### src/rtl/mem_request_unit_if.sv
// Data-memory request/response channel between the Y86-64 memory stage
// (master) and the data memory (slave).
//   mem_req_valid  : request valid (master -> slave)
//   mem_req_ready  : slave accepts request (slave -> master)
//   mem_req_write  : 1 = write, 0 = read
//   mem_req_addr   : word address
//   mem_req_wdata  : write data
//   mem_resp_valid : read data valid (slave -> master)
//   mem_resp_rdata : read data
interface mem_request_unit_if;
  logic        mem_req_valid;
  logic        mem_req_ready;
  logic        mem_req_write;
  logic [63:0] mem_req_addr;
  logic [63:0] mem_req_wdata;
  logic        mem_resp_valid;
  logic [63:0] mem_resp_rdata;

  modport master (
    output mem_req_valid, mem_req_write, mem_req_addr, mem_req_wdata,
    input  mem_req_ready, mem_resp_valid, mem_resp_rdata
  );

  modport slave (
    input  mem_req_valid, mem_req_write, mem_req_addr, mem_req_wdata,
    output mem_req_ready, mem_resp_valid, mem_resp_rdata
  );
endinterface

### src/rtl/mem_request_unit.sv
// Initiator side of the data-memory interface of the pipelined Y86-64 core.
// Decodes icode into read/write requests, issues them on a valid/ready
// channel, collects read responses, and reports valM plus a status code.
// Ports:
//   clk, reset          : clock, synchronous active-high reset
//   in_valid / in_ready : memory-stage instruction handshake
//   icode, valA, valE, valP : instruction fields, latched on acceptance
//   busy                : stall request to the pipeline
//   out_valid           : one-cycle completion pulse
//   valM, stat          : read data (held) and status (1=AOK, 3=ADR)
//   mem                 : request/response channel (master side)
module mem_request_unit #(
  parameter int unsigned ADDR_LIMIT = 256,
  parameter int unsigned TIMEOUT    = 16
) (
  input  logic                clk,
  input  logic                reset,
  input  logic                in_valid,
  output logic                in_ready,
  input  logic [3:0]          icode,
  input  logic [63:0]         valA,
  input  logic [63:0]         valE,
  input  logic [63:0]         valP,
  output logic                busy,
  output logic                out_valid,
  output logic [63:0]         valM,
  output logic [2:0]          stat,
  mem_request_unit_if.master  mem
);

  localparam logic [2:0] STAT_AOK = 3'd1;
  localparam logic [2:0] STAT_ADR = 3'd3;
  localparam int unsigned CNT_W = (TIMEOUT > 1) ? $clog2(TIMEOUT) : 1;

  typedef enum logic [1:0] {S_IDLE, S_REQ, S_WAIT, S_DONE} state_t;

  state_t             state_q, state_d;
  logic               out_valid_q, out_valid_d;
  logic [63:0]        valM_q, valM_d;
  logic [2:0]         stat_q, stat_d;
  logic               req_valid_q, req_valid_d;
  logic               req_write_q, req_write_d;
  logic [63:0]        req_addr_q, req_addr_d;
  logic [63:0]        req_wdata_q, req_wdata_d;
  logic [CNT_W-1:0]   cnt_q, cnt_d;

  logic               dec_mem;
  logic               dec_write;
  logic [63:0]        dec_addr;
  logic [63:0]        dec_wdata;
  logic               dec_adr_err;

  // Instruction decode: which operand forms the address and which the data.
  always_comb begin
    dec_mem   = 1'b0;
    dec_write = 1'b0;
    dec_addr  = valE;
    dec_wdata = valA;
    case (icode)
      4'h4, 4'hA: begin dec_mem = 1'b1; dec_write = 1'b1; end
      4'h8:       begin dec_mem = 1'b1; dec_write = 1'b1; dec_wdata = valP; end
      4'h5:       dec_mem = 1'b1;
      4'h9, 4'hB: begin dec_mem = 1'b1; dec_addr = valA; end
      default:    ;
    endcase
  end

  assign dec_adr_err = (dec_addr >= 64'(ADDR_LIMIT));

  assign in_ready  = (state_q == S_IDLE) && !out_valid_q;
  // out_valid_q covers both DONE and the no-request completion cycle in IDLE
  assign busy      = (state_q != S_IDLE) || out_valid_q;
  assign out_valid = out_valid_q;
  assign valM      = valM_q;
  assign stat      = stat_q;

  assign mem.mem_req_valid = req_valid_q;
  assign mem.mem_req_write = req_write_q;
  assign mem.mem_req_addr  = req_addr_q;
  assign mem.mem_req_wdata = req_wdata_q;

  always_comb begin
    state_d     = state_q;
    out_valid_d = 1'b0;
    valM_d      = valM_q;
    stat_d      = stat_q;
    req_valid_d = req_valid_q;
    req_write_d = req_write_q;
    req_addr_d  = req_addr_q;
    req_wdata_d = req_wdata_q;
    cnt_d       = cnt_q;

    case (state_q)
      S_IDLE: begin
        if (in_valid && in_ready) begin
          if (!dec_mem || dec_adr_err) begin
            // Completes without touching memory; state stays IDLE.
            out_valid_d = 1'b1;
            stat_d      = dec_mem ? STAT_ADR : STAT_AOK;
          end else begin
            state_d     = S_REQ;
            req_valid_d = 1'b1;
            req_write_d = dec_write;
            req_addr_d  = dec_addr;
            req_wdata_d = dec_wdata;
          end
        end
      end
      S_REQ: begin
        if (mem.mem_req_ready) begin
          req_valid_d = 1'b0;
          if (req_write_q) begin
            state_d     = S_DONE;
            stat_d      = STAT_AOK;
            out_valid_d = 1'b1;
          end else begin
            state_d = S_WAIT;
            cnt_d   = '0;
          end
        end
      end
      S_WAIT: begin
        if (mem.mem_resp_valid) begin
          valM_d      = mem.mem_resp_rdata;
          stat_d      = STAT_AOK;
          state_d     = S_DONE;
          out_valid_d = 1'b1;
        end else if (cnt_q == CNT_W'(TIMEOUT - 1)) begin
          // TIMEOUT cycles in WAIT with no response: abort the read.
          stat_d      = STAT_ADR;
          state_d     = S_DONE;
          out_valid_d = 1'b1;
        end else begin
          cnt_d = cnt_q + CNT_W'(1);
        end
      end
      S_DONE: state_d = S_IDLE;
      default: state_d = S_IDLE;
    endcase
  end

  always_ff @(posedge clk) begin
    if (reset) begin
      state_q     <= S_IDLE;
      out_valid_q <= 1'b0;
      valM_q      <= '0;
      stat_q      <= STAT_AOK;
      req_valid_q <= 1'b0;
      req_write_q <= 1'b0;
      req_addr_q  <= '0;
      req_wdata_q <= '0;
      cnt_q       <= '0;
    end else begin
      state_q     <= state_d;
      out_valid_q <= out_valid_d;
      valM_q      <= valM_d;
      stat_q      <= stat_d;
      req_valid_q <= req_valid_d;
      req_write_q <= req_write_d;
      req_addr_q  <= req_addr_d;
      req_wdata_q <= req_wdata_d;
      cnt_q       <= cnt_d;
    end
  end

endmodule

### src/flat_wrapper.sv
// flat-port wrapper written by rule: the top's interface ports become plain ports
module mem_request_unit_flat 
#(
  parameter int unsigned ADDR_LIMIT = 256,
  parameter int unsigned TIMEOUT    = 16
)
  (clk, reset, in_valid, in_ready, icode, valA, valE, valP, busy, out_valid, valM, stat, mem_mem_req_valid, mem_mem_req_write, mem_mem_req_addr, mem_mem_req_wdata, mem_mem_req_ready, mem_mem_resp_valid, mem_mem_resp_rdata);
  mem_request_unit_if mem_i ();
  input  logic clk;
  input  logic reset;
  input  logic in_valid;
  output logic in_ready;
  input  logic [3:0] icode;
  input  logic [63:0] valA;
  input  logic [63:0] valE;
  input  logic [63:0] valP;
  output logic busy;
  output logic out_valid;
  output logic [63:0] valM;
  output logic [2:0] stat;
  output wire logic [$bits(mem_i.mem_req_valid)-1:0] mem_mem_req_valid;
  output wire logic [$bits(mem_i.mem_req_write)-1:0] mem_mem_req_write;
  output wire logic [$bits(mem_i.mem_req_addr)-1:0] mem_mem_req_addr;
  output wire logic [$bits(mem_i.mem_req_wdata)-1:0] mem_mem_req_wdata;
  input wire logic [$bits(mem_i.mem_req_ready)-1:0] mem_mem_req_ready;
  input wire logic [$bits(mem_i.mem_resp_valid)-1:0] mem_mem_resp_valid;
  input wire logic [$bits(mem_i.mem_resp_rdata)-1:0] mem_mem_resp_rdata;
  assign mem_mem_req_valid = mem_i.mem_req_valid;
  assign mem_mem_req_write = mem_i.mem_req_write;
  assign mem_mem_req_addr = mem_i.mem_req_addr;
  assign mem_mem_req_wdata = mem_i.mem_req_wdata;
  assign mem_i.mem_req_ready = mem_mem_req_ready;
  assign mem_i.mem_resp_valid = mem_mem_resp_valid;
  assign mem_i.mem_resp_rdata = mem_mem_resp_rdata;
  mem_request_unit #(.ADDR_LIMIT(ADDR_LIMIT), .TIMEOUT(TIMEOUT)) u_core (.clk(clk), .reset(reset), .in_valid(in_valid), .in_ready(in_ready), .icode(icode), .valA(valA), .valE(valE), .valP(valP), .busy(busy), .out_valid(out_valid), .valM(valM), .stat(stat), .mem(mem_i));
endmodule
### config.mk
export PLATFORM = sky130hd
export DESIGN_NAME = mem_request_unit_flat
export DESIGN_NICKNAME = d
export VERILOG_FILES = /design/src/rtl/mem_request_unit_if.sv /design/src/rtl/mem_request_unit.sv /design/src/flat_wrapper.sv
export SDC_FILE = /design/constraint.sdc
export NUM_CORES = 1
export LEC_CHECK = 0
export ABC_AREA = 1
export CAP_MARGIN = 20
export CORE_AREA = 3 3 182 184
export CTS_CLUSTER_SIZE = 10
export DETAILED_ROUTE_END_ITERATION = 7
export DIE_AREA = 0 0 185 187
export PLACE_DENSITY = 0.63
export SKIP_LAST_GASP = 1
export SLEW_MARGIN = 20
export SYNTH_ARGS = -nofsm -noshare
export SYNTH_HDL_FRONTEND = slang
export SYNTH_SLANG_ARGS = --single-unit
### constraint.sdc
create_clock -name clk -period 2.3 [get_ports clk]
set_input_delay 0.69 -clock clk [delete_from_list [all_inputs] [get_ports clk]]
set_output_delay 0.69 -clock clk [all_outputs]
set_load 0.02 [all_outputs]
==> flow_summary.toml <==
[timing]
clock-skew-final_ns = 0.0131
rsz0062_at_grt = "true"
layout_min_cycle_time_ns = 2.27
clock.fmax_mhz = 440
final-hold-violation-count = 0
layout_worst_path_cycle_share_pct = 98.9
setup_viol = 0
timing_max_transition_violations_final = 0
fin_setup_tns_ns = 0

[worst_setup_path]
r2r.worst_path.cells = 13
timing.critical_path.max_delay_family = "buffers and inverters"
number_of_buffers_and_inverters_on_the_critical_path = 7
startpoint = "icode[2]"
r2r_setup_slack_ns = 0.39
critical_path.max_fanout = 8
critPathMostFrequentCell = "buf_12"
timing.critical_path.to_type = "flop"
setup.worst_path.start_class = "input pin"
worst-setup-path-type = "input pin to flop"
reg2reg_from = "u_core.state_q[0]"
regToRegEndpoint = "u_core.stat[1]"
critical_path_arrival_ns = 2.73
critical_path.max_stage_delay_ns = 0.21
cp_cell_sequence = "buf_12 -> clkinv_8 -> nand3_4 -> buf_6 -> buf_12 -> o21ai_2 -> nand2_1 -> nor2_1 -> nand3_2 -> nor2_2 -> nand2_2 -> clkinv_4 -> nand2_8 -> buf_12 -> clkbuf_16 -> a21oi_1"
critPathSlowestCell = "buf_6"
crit_required_ns = 2.75

[synthesis]
yosysWarningCount = 0
syn_area_per_cell_um2 = 7.39
post_synthesis_sequential_area_ratio_pct = 45.1
synth_cell_types = 28
synth_seq_cells = 202
post_synthesis_instance_total = 1214
synth_nets = 1485
cell_area_after_technology_mapping_um2 = 8970

[power_and_ir_drop]
max-vdd-ir-drop_v = 0.000593
power.density_cell_area_nw_per_um2 = 559
cellLeakagePower_nw = 6.66

[hold_path]
worstHoldPathType = "flop to flop"
holdPathStages = 2
hold_path_start = "u_core.mem.mem_req_wdata[44]"
holdPathEnd = "u_core.mem.mem_req_wdata[44]"

[clock_tree]
ctsLongestPathBuffers = 3
numCtsBuffers = 25
clock_latency_late_sink_ns = 0.53
cts_tree = "yes"
clockRootBuffer = "clkbuf_16"
cts.htree.levels = 1
clock_sinks = 202
clkSlewWorstSetupHoldPaths_ns = 0.06

[layout]
num-fill-cells = 2984
sequential_cell_area_um2 = 4050
multi_input_comb_area_um2 = 4270
design_area_um2 = 16100
finalNetCount = 1975
layout-drive-gt1-share_pct = 16.5
flow.area_growth_from_synthesis_pct = 78.9

[die]
floorplan.die_area_um2 = 34600
std_cell_rows = 65
placeableCoreArea_um2 = 31600
die_x_um = 185
die-height_um = 187
initial_utilization_pct = 28.4
io_pins = 465

[routing]
avgViaCountPerCell = 4.70
drt_first_pass_iters = 4
detailroute.via_count = 9933
wl_per_cell_um = 18.9
drt-total-wl_um = 39900
drt_iter0_drc = 483
drc = 0
route.antenna.remaining_nets = 0

[outcome]
result_of_the_run = "complete, no violations"

[placement]
place.gp.congestion = 0.875
detailed_place.area_um2 = 14300
hpwlAfterDp_um = 28800
portBuffers = 462

[global_route]
antenna_violations_before_repair = 4
grt_use_total_pct = 21.1
pin_count_of_the_biggest_net_entering_global_routing = 66
first_global_vias = 9626
global_route_wire_length_before_repair_um = 56800
gr-total-overflow = 0

[flow_run]
drv_cap = 0
## through the flow
step / total power (W) / setup WS (ns) / hold WS, ns / std cells / utilization, %
finish: 0.00897 / 0.0258 / 0.442 / 2115 / 50.9
floorplan: 0.00451 / -0.0215 / 0.456 / 1214 / -
CTS: 0.00902 / -0.00383 / 0.443 / 2094 / 48.5
global placement: 0.00550 / -0.919 / 0.430 / 2051 / 45.4
global route: 0.00940 / -0.130 / 0.461 / 2115 / 50.9
detailed placement: 0.00552 / -0.955 / 0.435 / 2051 / 45.4
## metal layers
| metal | vias to the layer above | track usage [%] | wire length [um] |
|---|---|---|---|
| li1 | 4858 | - | - |
| met1 | 4579 | 25.2 | 15800 |
| met2 | 412 | 35.8 | 19100 |
| met3 | 82 | 5.93 | 3430 |
| met4 | 2 | 7.71 | 1660 |
| met5 | - | 0 | 10 |
## cell families after synthesis
group	share of synthesized area (%)
other	0.0837
muxes	8.03
adders and majority gates	0.837
and+or+nand+nor	21.3
buffers and inverters	11.5
AOI/OAI and AO/OA	13.1
xor gates and xnor gates	0.0976
DFF	45.1
## sequential cells by signal, summed over array words and instances (netlist names)
signal	cells
u_core.mem.mem_req_addr	64
u_core.mem.mem_req_wdata	64
u_core.valM	64
u_core.cnt_q	4
u_core.state_q	2
u_core.mem.mem_req_valid	1
u_core.mem.mem_req_write	1
u_core.out_valid	1
u_core.stat	1
## synthesized netlist by cell type
cell type	count	area, um2
a211oi_1	2	15.0
a21oi_1	80	400
a311oi_1	1	8.76
buf_1	6	22.5
buf_2	22	110
buf_4	4	30.0
buf_6	8	90.1
clkbuf_1	45	169
clkinv_1	1	3.75
conb_1	2	7.51
dfxtp_1	202	4040
ha_1	6	75.1
inv_1	157	589
inv_2	4	15.0
mux2_2	64	721
nand2_1	168	631
nand2_2	1	6.26
nand3_1	79	395
nand3_2	1	10.0
nand4_1	26	163
nor2_1	178	668
nor2_4	1	11.3
nor3_1	2	10.0
nor3b_1	1	7.51
o21ai_0	109	546
o21ai_1	42	210
or2_2	1	6.26
xor2_1	1	8.76
## worst max path at each step
| stage | end | slack [ns] | cells past startpoint |
|---|---|---|---|
| 6_report | u_core.mem.mem_req_addr[7] | 0.03 | 16 |
| 5_1_grt | u_core.mem.mem_req_addr[7] | -0.13 | 18 |
| 4_1_cts | in_ready | -0.004 | 5 |
| 3_5_place_dp | u_core.mem.mem_req_wdata[45] | -0.96 | 17 |
| 3_3_place_gp | u_core.mem.mem_req_wdata[48] | -0.92 | 17 |
| 2_1_floorplan | u_core.mem.mem_req_wdata[21] | -0.02 | 18 |
## worst reg2reg max path: cells and delay by family, from the launching register on
kind	cells	cell delay, ns
AOI/OAI and AO/OA	1	0.09
adders and majority gates	1	0.19
buffers and inverters	3	0.45
DFF	1	0.33
and+or+nand+nor	8	0.76
## report_power, final
group	switching, W	internal, W	total [W]
combinational	0.000880	0.000963	0.00184
clock	0.00148	0.00197	0.00345
sequential	0.0000615	0.00362	0.00368
total	0.00242	0.00655	0.00897
## layout make-up
type                            count  area share [%]
Antenna cell                        3          0.0468
Sequential cell                   202            25.2
Timing Repair Buffer              547            36.8
Tap cell                          402            3.13
Inverter                          162            3.94
Multi-Input combinational cell    766            26.6
Clock buffer                       28            4.03
Clock inverter                      5           0.195
## layout by cell type, fill, tap and decap left out, types with 12 or more instances in the layout
cell,netlist,final
clkdlybuf4s50_1,0,449
dfxtp_1,202,201
nor2_1,178,169
nand2_1,168,161
inv_1,157,154
o21ai_0,109,83
nand3_1,79,67
mux2_2,64,64
o21ai_1,42,54
buf_4,4,41
a21oi_1,80,40
a21oi_2,0,40
clkbuf_16,0,35
nand4_1,26,26
buf_12,0,19
o21ai_2,0,14
nand3_2,1,12
## repair_timing
item                       in CTS  in global routing
pin swaps                       2                 26
gates resized for setup        42                125
buffers inserted                2                  6
gates cloned                    8                 12
setup endpoints to repair     137                130
hold buffers                    0                  0
(Power assumes the default switching activity.)
